**config.mk**
```make
export PLATFORM = sky130hd
export DESIGN_NAME = gdp_host_flat
export DESIGN_NICKNAME = d
export VERILOG_FILES = /design/src/rtl/gdp_host_if.sv /design/src/rtl/gdp_host.sv /design/src/flat_wrapper.sv
export SDC_FILE = /design/constraint.sdc
export NUM_CORES = 1
export LEC_CHECK = 0
export CAP_MARGIN = 30
export CORE_UTILIZATION = 50
export DETAILED_ROUTE_END_ITERATION = 7
export PLACE_DENSITY = 0.77
export SLEW_MARGIN = 20
export SYNTH_ARGS = -nofsm -noshare
export SYNTH_HDL_FRONTEND = slang
export SYNTH_SLANG_ARGS = --single-unit
```
**constraint.sdc**
```tcl
create_clock -name clk -period 2.11 [get_ports clk]
set_input_delay 0.3165 -clock clk [delete_from_list [all_inputs] [get_ports clk]]
set_output_delay 0.3165 -clock clk [all_outputs]
set_load 0.02 [all_outputs]
```
**src/rtl/gdp_host_if.sv**
```systemverilog
// Signal bundle between gdp_host, its system-side requester and the GDP datapath.
// master: the environment (requester plus datapath); slave: the gdp_host block itself.
interface gdp_host_if;
    logic       req;
    logic [7:0] n_in;
    logic       ready;
    logic       busy;
    logic [7:0] result;
    logic       result_valid;
    logic       mismatch;
    logic       timeout_err;
    logic       gdp_start_n;
    logic       gdp_restart_n;
    logic [7:0] gdp_n;
    logic [7:0] gdp_sum;
    logic       gdp_done;

    modport master (
        output req, n_in, gdp_sum, gdp_done,
        input  ready, busy, result, result_valid, mismatch, timeout_err,
        input  gdp_start_n, gdp_restart_n, gdp_n
    );

    modport slave (
        input  req, n_in, gdp_sum, gdp_done,
        output ready, busy, result, result_valid, mismatch, timeout_err,
        output gdp_start_n, gdp_restart_n, gdp_n
    );
endinterface

```
**src/rtl/gdp_host.sv**
```systemverilog
// Initiator for the GDP start/n -> Sum/done handshake: issues one request, captures
// and checks the returned Sum against n*(n+1)/2 mod 256, and recovers from a hung GDP.
//
// state     | meaning
// S_INIT    | GDP restart pulse after reset release
// S_IDLE    | ready, waiting for req
// S_START   | gdp_start_n low for START_CYC cycles
// S_WAIT    | waiting for gdp_done, timeout timer running
// S_CAPTURE | sample gdp_sum, compare with expected
// S_RESTART | result_valid pulse, GDP restart pulse
// S_ERR     | timeout flagged, GDP restart pulse
module gdp_host #(
    parameter int START_CYC = 2,
    parameter int TIMEOUT   = 64
) (
    input  logic      clk,
    input  logic      restart,
    gdp_host_if.slave bus
);
    localparam int TMAX = (TIMEOUT > START_CYC) ? TIMEOUT : START_CYC;
    localparam int TW   = (TMAX > 1) ? $clog2(TMAX) : 1;

    typedef enum logic [2:0] {
        S_INIT    = 3'd0,
        S_IDLE    = 3'd1,
        S_START   = 3'd2,
        S_WAIT    = 3'd3,
        S_CAPTURE = 3'd4,
        S_RESTART = 3'd5,
        S_ERR     = 3'd6
    } state_t;

    state_t        state;
    state_t        state_nxt;
    logic [TW-1:0] tmr;
    logic [7:0]    expected;
    logic          accept;

    logic          start_n_q;
    logic          restart_n_q;
    logic [7:0]    gdp_n_q;
    logic          ready_q;
    logic          busy_q;
    logic [7:0]    result_q;
    logic          result_valid_q;
    logic          mismatch_q;
    logic          timeout_q;

    assign accept = (state == S_IDLE) && bus.req;

    always_comb begin
        state_nxt = state;
        case (state)
            S_INIT:    state_nxt = S_IDLE;
            S_IDLE:    if (bus.req) state_nxt = S_START;
            S_START:   if (tmr == '0) state_nxt = S_WAIT;
            S_WAIT: begin
                // done takes priority over an expiring timer
                if (bus.gdp_done)    state_nxt = S_CAPTURE;
                else if (tmr == '0)  state_nxt = S_ERR;
            end
            S_CAPTURE: state_nxt = S_RESTART;
            S_RESTART: state_nxt = S_IDLE;
            S_ERR:     state_nxt = S_IDLE;
            default:   state_nxt = S_INIT;
        endcase
    end

    // All outputs are registered from the next state so the GDP strobes are glitch-free.
    always_ff @(posedge clk or negedge restart) begin
        if (!restart) begin
            state          <= S_INIT;
            tmr            <= '0;
            expected       <= '0;
            start_n_q      <= 1'b1;
            restart_n_q    <= 1'b0;
            gdp_n_q        <= '0;
            ready_q        <= 1'b0;
            busy_q         <= 1'b0;
            result_q       <= '0;
            result_valid_q <= 1'b0;
            mismatch_q     <= 1'b0;
            timeout_q      <= 1'b0;
        end else begin
            state          <= state_nxt;
            start_n_q      <= (state_nxt != S_START);
            restart_n_q    <= !(state_nxt inside {S_INIT, S_RESTART, S_ERR});
            ready_q        <= (state_nxt == S_IDLE);
            busy_q         <= !(state_nxt inside {S_INIT, S_IDLE});
            result_valid_q <= (state == S_CAPTURE);

            if (state != S_START && state_nxt == S_START)
                tmr <= TW'(START_CYC - 1);
            else if (state == S_START && state_nxt == S_WAIT)
                tmr <= TW'(TIMEOUT - 1);
            else if (tmr != '0)
                tmr <= tmr - TW'(1);

            if (accept) begin
                gdp_n_q   <= bus.n_in;
                expected  <= 8'(({8'd0, bus.n_in} * ({8'd0, bus.n_in} + 16'd1)) >> 1);
                timeout_q <= 1'b0;
            end else if (!(state_nxt inside {S_START, S_WAIT, S_CAPTURE})) begin
                gdp_n_q <= '0;
            end

            if (state == S_CAPTURE) begin
                result_q   <= bus.gdp_sum;
                mismatch_q <= (bus.gdp_sum != expected);
            end

            if (state == S_WAIT && state_nxt == S_ERR)
                timeout_q <= 1'b1;
        end
    end

    assign bus.gdp_start_n   = start_n_q;
    assign bus.gdp_restart_n = restart_n_q;
    assign bus.gdp_n         = gdp_n_q;
    assign bus.ready         = ready_q;
    assign bus.busy          = busy_q;
    assign bus.result        = result_q;
    assign bus.result_valid  = result_valid_q;
    assign bus.mismatch      = mismatch_q;
    assign bus.timeout_err   = timeout_q;
endmodule
```
**src/flat_wrapper.sv**
```systemverilog
// flat-port wrapper written by rule: the top's interface ports become plain ports
module gdp_host_flat 
#(
    parameter int START_CYC = 2,
    parameter int TIMEOUT   = 64
)
  (clk, restart, bus_req, bus_n_in, bus_gdp_sum, bus_gdp_done, bus_ready, bus_busy, bus_result, bus_result_valid, bus_mismatch, bus_timeout_err, bus_gdp_start_n, bus_gdp_restart_n, bus_gdp_n);
  gdp_host_if bus_i ();
  input  logic clk;
  input  logic restart;
  input wire logic [$bits(bus_i.req)-1:0] bus_req;
  input wire logic [$bits(bus_i.n_in)-1:0] bus_n_in;
  input wire logic [$bits(bus_i.gdp_sum)-1:0] bus_gdp_sum;
  input wire logic [$bits(bus_i.gdp_done)-1:0] bus_gdp_done;
  output wire logic [$bits(bus_i.ready)-1:0] bus_ready;
  output wire logic [$bits(bus_i.busy)-1:0] bus_busy;
  output wire logic [$bits(bus_i.result)-1:0] bus_result;
  output wire logic [$bits(bus_i.result_valid)-1:0] bus_result_valid;
  output wire logic [$bits(bus_i.mismatch)-1:0] bus_mismatch;
  output wire logic [$bits(bus_i.timeout_err)-1:0] bus_timeout_err;
  output wire logic [$bits(bus_i.gdp_start_n)-1:0] bus_gdp_start_n;
  output wire logic [$bits(bus_i.gdp_restart_n)-1:0] bus_gdp_restart_n;
  output wire logic [$bits(bus_i.gdp_n)-1:0] bus_gdp_n;
  assign bus_i.req = bus_req;
  assign bus_i.n_in = bus_n_in;
  assign bus_i.gdp_sum = bus_gdp_sum;
  assign bus_i.gdp_done = bus_gdp_done;
  assign bus_ready = bus_i.ready;
  assign bus_busy = bus_i.busy;
  assign bus_result = bus_i.result;
  assign bus_result_valid = bus_i.result_valid;
  assign bus_mismatch = bus_i.mismatch;
  assign bus_timeout_err = bus_i.timeout_err;
  assign bus_gdp_start_n = bus_i.gdp_start_n;
  assign bus_gdp_restart_n = bus_i.gdp_restart_n;
  assign bus_gdp_n = bus_i.gdp_n;
  gdp_host #(.START_CYC(START_CYC), .TIMEOUT(TIMEOUT)) u_core (.clk(clk), .restart(restart), .bus(bus_i));
endmodule
```
==> results of run 1 <==
==> cells in the final DEF (no fill, tap or decap), types with 3 or more instances in the layout <==
cell type	count
dfrtp_1	39
a21oi_1	7
buf_4	40
fa_1	14
nand3_1	3
buf_2	3
fa_2	4
ha_1	10
a21o_1	3
nor2_1	17
a21oi_2	5
nand2_1	26
xor2_1	14
nand2b_1	5
buf_6	7
nor2_4	4
xnor2_1	10
inv_2	12
nor2b_1	10
ha_4	11
nand3b_1	4
nor3_1	4
mux2i_1	4
o21ai_0	9
inv_1	23
clkbuf_8	5
mux2_2	9
a22o_1	5
clkdlybuf4s50_1	35
==> logic make-up (layout without fill, tap and decap cells) <==
kind of cell | Yosys count | after routing | share of synthesized area
AND/OR/NAND/NOR | 98 | 98 | 0.1678
XOR/XNOR | 27 | 27 | 0.08963
multiplexers | 13 | 13 | 0.04800
buffers and inverters | 48 | 134 | 0.06287
AO/OA/AOI/OAI | 37 | 37 | 0.07561
adder cells (fa/ha/maj) | 40 | 40 | 0.2158
flip-flops | 40 | 40 | 0.3403
==> worst max-delay path: stages <==
cell and delay (ns):
buf_8 0.11, ha_4 0.17, inv_2 0.07, ha_4 0.21
nand2b_4 0.14, fa_1 0.46, fa_1 0.57, inv_2 0.04
fa_1 0.52, inv_2 0.05, fa_2 0.53, inv_2 0.04
ha_4 0.28, nand2_2 0.05, o21ai_2 0.10, xnor3_1 0.38
o21ai_1 0.13
==> area by class of cell <==
| class | count | area [µm²] |
|---|---|---|
| Multi-Input combinational cell | 215 | 2046 |
| Fill cell | 395 | 1421 |
| Sequential cell | 40 | 1002 |
| Timing Repair Buffer | 89 | 793.3 |
| Inverter | 37 | 143.9 |
| Tap cell | 72 | 90.09 |
| Clock buffer | 5 | 68.82 |
| Clock inverter | 3 | 42.54 |
==> state kept, by name, summed over array words and instances, names as in the netlist <==
name,cells
u_core.expected,8
u_core.bus.result_valid,1
u_core.bus.timeout_err,1
u_core.bus.busy,1
u_core.bus.result,8
u_core.bus.ready,1
u_core.tmr,6
u_core.state,3
u_core.bus.gdp_n,8
u_core.bus.mismatch,1
u_core.bus.gdp_start_n,1
u_core.bus.gdp_restart_n,1
==> stage by stage <==
step           std cells  power [mW]  setup slack [ns]  hold slack, ns
6_report             461       4.906            -1.846          0.4743
2_1_floorplan        303       2.982            -1.941         0.02091
3_3_place_gp         445       3.812            -2.564          0.2529
3_5_place_dp         445       3.914            -2.626          0.2579
4_1_cts              455       4.706            -1.888          0.4776
5_1_grt              461       5.297            -2.038          0.5033
==> layer usage <==
metal,up-vias,share of wire,GRT usage
li1,1158,-,-
met1,1206,0.43,0.2974
met2,50,0.53,0.4409
met3,13,0.025,0.02644
met4,0,0.022,0.09444
met5,-,0,0
==> worst max-delay path by stage <==
stage | from | to | slack [ns] | cells after the start
after floorplan | bus_n_in[0] | u_core.expected[7] | -1.94 | 18
after global placement | bus_n_in[0] | u_core.expected[7] | -2.56 | 18
after detailed placement | bus_n_in[0] | u_core.expected[7] | -2.63 | 17
after CTS | bus_n_in[1] | u_core.expected[7] | -1.89 | 17
after global routing | bus_n_in[1] | u_core.expected[7] | -2.04 | 17
final | bus_n_in[1] | u_core.expected[7] | -1.85 | 17
==> where the power goes <==
part           internal, mW  switching [mW]  total, mW
sequential             1.10           0.237       1.34
combinational          1.56            1.38       2.94
clock                 0.350           0.272      0.622
==> timing repair <==
item,CTS,global route
gates resized for setup,48,30
hold buffers,1,0
buffers inserted,1,6
endpoints found under the setup margin,20,22
pin swaps,19,20
endpoints found under the hold margin,14,0
==> out/metrics.csv, run 1 <==
stage,metric,value,unit
route,DR pass1 iterations,4,
yosys,synth warn,0,
timing,setup_tns,-7.469,ns
cts,total CTS buffers,5,
cts,clock root cell,clkbuf_8,
yosys,syn nets,363,
yosys,ranking of synthesized cells by area,"dfrtp_1 33%, fa_1 12%, ha_1 9.3%",
cells_and_area,Area Overhead vs Synth,42.14,%
yosys,Yosys top cell by area,dfrtp_1,
yosys,top cell type's share of synthesized area,0.3314,
yosys,sequential share of the synthesized area,0.3403,
setup_path,FF-to-FF Start,u_core.tmr[0],
run_status,status,"complete, but fails checks",
floorplan,Core ar.,5608,µm²
yosys,mapped cell area,2945,µm²
flow_run,max-cap violations,0,
timing,Slew headroom,0.7339,
cells_and_area,layout net count,448,
cts,clk_lat worst skew,0.29,ns
setup_path,CP Max Fanout,5,
yosys,Synth async-reset ratio,1.000,
cts,CTS Buffer Depth,2,
yosys,"Primary FF master, synth",dfrtp_1,
setup_path,r2r setup slk,0.06,ns
setup_path,Crit Reg-Reg Endpoint,u_core.tmr[2],
setup_path,Worst setup SP type,input pin,
cts,CTS tree,built,
setup_path,r2r worst-path depth,6,
floorplan,die area,6202,µm²
placement,RePlAce Congestion,0.8552,
floorplan,Die X,78.75,µm
route,WL final,6997,µm
yosys,Synth top cells by count,"39 x dfrtp_1, 35 x inv_1, 27 x nand2_1, 23 x nor2_1, 22 x ha_1",
run_status,failing checks,setup timing,
setup_path,CP endpoint kind,flip-flop,
timing,Achievable Freq,0.2528,GHz
global_routing,GRT Total Usage,0.2441,
floorplan,Die Y,78.75,µm
setup_path,classification of the worst setup path,input pin to flip-flop,
route,routed length per instance,15.18,µm
route,number of routed nets with antenna violations,0,
hold_path,Hold WC Path Type,input pin to asynchronous set/reset pin,
route,Detailed Route Iter0 Violations,73,
timing,unrepaired setup endpoints after global routing,yes,
yosys,post-synthesis cell count,303,
global_routing,global-route wire length before repair,11620,µm
yosys,"EDFF count, synth",0,
cts,CTS H-tree depth,2,
timing,Clock Skew,0.006437,ns
placement,# port buffers,42,
cts,clock slew at reported path FFs,0.08,ns
yosys,"count leader, synth",dfrtp_1,
cells_and_area,fraction of layout cells with a size suffix above 1,0.3290,
global_routing,initial antenna violation count,0,
power,PwrDens,1172,nW/µm²
timing,max-slew violation count,0,
timing,min Tclk post-route,3.956,ns
floorplan,Initial Utilization,0.5252,
timing,worst setup margin,-1.846,ns
global_routing,largest net degree at the start of global routing,20,
yosys,Yosys cell types,40,
yosys,Mean Syn Cell Area,9.721,µm²
cts,total clock sinks,40,
global_routing,grt ovf,0,
floorplan,num rows,27,
cells_and_area,Finished Cell Area,4187,µm²
cells_and_area,fin util,0.7465,
setup_path,data arrival time of the critical path,4.18,ns
power,Static Leak,1.926,nW
setup_path,required time of the worst setup path,2.33,ns
yosys,"FF+latch count, synth",40,
floorplan,Top Ports,43,
timing,final setup violation count,6,
cells_and_area,ant diodes,0,
power,Peak VDD IR,687.9,µV
global_routing,number of global-route vias before repair,2528,
placement,placed inst area,3845,µm²
route,vias,2427,
timing,pin slew with the least headroom to its limit,0.3991,ns
timing,Final Cycle Share,1.875,
route,vias per cell,5.265,
route,drt drc,0,
placement,Post-DP HPWL,5198,µm
timing,Final Hold Fails,0,
Note: power is estimated with default switching activity, not from simulation.
==> run 2: changes to the inputs <==
--- a/config.mk
+++ b/config.mk
@@ -6,6 +6,7 @@
 export NUM_CORES = 1
 export LEC_CHECK = 0
 export CAP_MARGIN = 30
+export CORE_MARGIN = 3
 export CORE_UTILIZATION = 50
 export DETAILED_ROUTE_END_ITERATION = 7
 export PLACE_DENSITY = 0.77
==> run 2 against run 1 <==
Net effect: the flow still finishes with violations (setup timing); cell count increased by 1.5%; sequential power about the same; worst setup slack better by 0.028 ns; clock-buffer cell count unchanged; via count rose by 2.2%; sequential cell count unchanged; die area is 10% higher; first-iteration DRC count grew 52%; critical endpoint unchanged.
==> out/metrics.csv, run 2 (same netlist as run 1, synthesis figures left out) <==
stage,metric,value,unit
timing,min Tclk post-route,3.928,ns
global_routing,grt ovf,0,
power,Clock power frac,0.129,
cts,CTS tree,built,
cts,clock root cell,clkbuf_8,
global_routing,global-route wire length before repair,11830,µm
floorplan,Core ar.,5608,µm²
timing,Final Cycle Share,1.862,
power,Sequential Power Share,0.274,
cells_and_area,ant diodes,0,
floorplan,num rows,27,
setup_path,classification of the worst setup path,input pin to flip-flop,
power,switching share of power,0.3870,
cts,total CTS buffers,5,
floorplan,Die Y,82.75,µm
timing,Clock Skew,0.009596,ns
cells_and_area,fraction of layout cells with a size suffix above 1,0.3662,
power,Peak VDD IR,699.8,µV
timing,unrepaired setup endpoints after global routing,yes,
timing,pin slew with the least headroom to its limit,0.5788,ns
route,WL final,7588,µm
power,Static Leak,1.983,nW
placement,Cells after DPL,450,
cells_and_area,filler instances,376,
route,vias per cell,5.301,
cts,clock slew at reported path FFs,0.08,ns
cells_and_area,Area Overhead vs Synth,46.98,%
cts,Post-CTS Hold Fix Bufs,0,
power,Psw,1.889,mW
setup_path,crit-path most repeated cell,fa_1,
power,Gate power share,0.598,
power,internal power,2.992,mW
timing,Final Hold Fails,0,
power,Final Power,4.881,mW
setup_path,"CP delay by family, top",adder cells,
flow_run,max-cap violations,0,
setup_path,CP cell instances,"buf_8, ha_4, nand3_4, ha_4, nor2_2, fa_1, inv_1, fa_1, inv_2, fa_1, inv_2, fa_2, xor2_1, xnor2_1, xnor2_1, xnor3_1, xnor3_1, o21ai_1",
setup_path,Worst setup SP type,input pin,
setup_path,required time of the worst setup path,2.28,ns
route,routed length per instance,16.21,µm
hold_path,Hold WC Path Type,input pin to asynchronous set/reset pin,
route,DR pass1 iterations,4,
setup_path,"slowest stage delay, CP",0.52,ns
placement,RePlAce Congestion,0.8943,
global_routing,GRT Total Usage,0.2319,
setup_path,Critical-path top delay cell,fa_1,
power,PwrDens,1127,nW/µm²
placement,DP Worst Slack,-2.695,ns
placement,Post-DP HPWL,5292,µm
cells_and_area,"commonest cells after routing, fill and taps aside","40 x buf_4, 39 x dfrtp_1, 35 x clkdlybuf4s50_1",
timing,final setup violation count,6,
floorplan,Initial Utilization,0.5252,
route,number of routed nets with antenna violations,0,
floorplan,Top Ports,43,
cells_and_area,Finished Cell Area,4329,µm²
cells_and_area,layout net count,455,
timing,worst setup margin,-1.818,ns
timing,Achievable Freq,0.2546,GHz
global_routing,initial antenna violation count,0,
floorplan,Die X,82.75,µm
cts,clk_lat worst skew,0.29,ns
timing,Slew headroom,0.6142,
placement,# port buffers,42,
cts,CTS Buffer Depth,2,
global_routing,largest net degree at the start of global routing,28,
run_status,failing checks,setup timing,
cells_and_area,non-filler instance count after layout,468,
run_status,status,"complete, but fails checks",
setup_path,worst path bufs/invs,4,
cts,total clock sinks,40,
cts,CTS H-tree depth,2,
placement,placed inst area,3882,µm²
route,Detailed Route Iter0 Violations,111,
timing,max-slew violation count,0,
setup_path,data arrival time of the critical path,4.10,ns
setup_path,CP Max Fanout,4,
cells_and_area,"commonest non-fill, non-tap cell in the layout",buf_4,
global_routing,number of global-route vias before repair,2493,
route,vias,2481,
route,drt drc,0,
floorplan,die area,6848,µm²
setup_path,CP endpoint kind,flip-flop,
timing,WHS,0.01015,ns
==> run 2: cell types whose count changed in the layout (fill, tap and decap cells not counted), sizes merged <==
cell	previous run	this run
clkbuf	5	6
buf	52	59
dlygate4sd3	1	0
dlygate4sd2	1	0
clkdlybuf4s15	0	1
==> run 2: path summary, 6_finish.rpt <==
| check | start | endpoint | slack (ns) | cells after the start |
|---|---|---|---|---|
| max in group asynchronous | restart | u_core.bus.gdp_n[6] | 1.54 | 2 |
| min reg2reg | u_core.bus.gdp_n[7] | u_core.bus.gdp_n[7] | 0.51 | 1 |
| max reg2reg | u_core.tmr[0] | u_core.tmr[2] | 0.11 | 6 |
| max | bus_n_in[1] | u_core.expected[7] | -1.82 | 18 |
| min | restart | u_core.tmr[2] | 0.01 | 1 |
| min in group clk | bus_n_in[2] | u_core.bus.gdp_n[2] | 0.45 | 3 |
==> run 2: metal layers <==
layer,share of wire,track usage,vias up
met3,0.038,0.03145,17
met5,0,0,-
met4,0.025,0.08824,0
li1,-,-,1168
met2,0.53,0.4119,64
met1,0.41,0.2842,1232
==> run 2: final cells by class <==
type,instances,area (µm²),area share
flip-flops and latches,40,1002,0.2315
well taps,72,90.09,0.02081
multi-input cells,215,2102,0.4856
repair buffers,96,877.1,0.2026
inverters,37,146.4,0.03381
clock inverters,3,42.54,0.009827
clock buffers,5,68.82,0.01590
==> run 2: metrics by stage <==
stage | util | setup TNS, ns
global route | 0.7720 | -7.599
finish | 0.7720 | -7.005
global placement | 0.6923 | -12.65
CTS | 0.7501 | -6.967
floorplan | - | -7.138
detailed placement | 0.6923 | -13.06
==> run 2: timing repair <==
item | 4_1_cts | 5_1_grt
pin swaps | 31 | 19
setup buffers | 5 | 7
gates resized for setup | 73 | 29
endpoints found under the setup margin | 20 | 22
gates cloned | 0 | 0
==> run 2: power by group through the flow <==
stage               registers, mW  logic (mW)  clock network (mW)
floorplan                    1.50        1.48                   0
global placement             1.33        2.50                   0
detailed placement           1.34        2.58                   0
CTS                          1.33        2.79               0.638
global route                 1.38        3.21               0.672
finish                       1.34        2.92               0.629
==> run 2: worst register-to-register path, cell delays in order, from the launching register on <==
cell,delay [ns]
dfrtp_1,0.40
inv_2,0.07
ha_2,0.17
or3b_4,0.38
or3_4,0.37
or3_4,0.39
a31oi_1,0.15
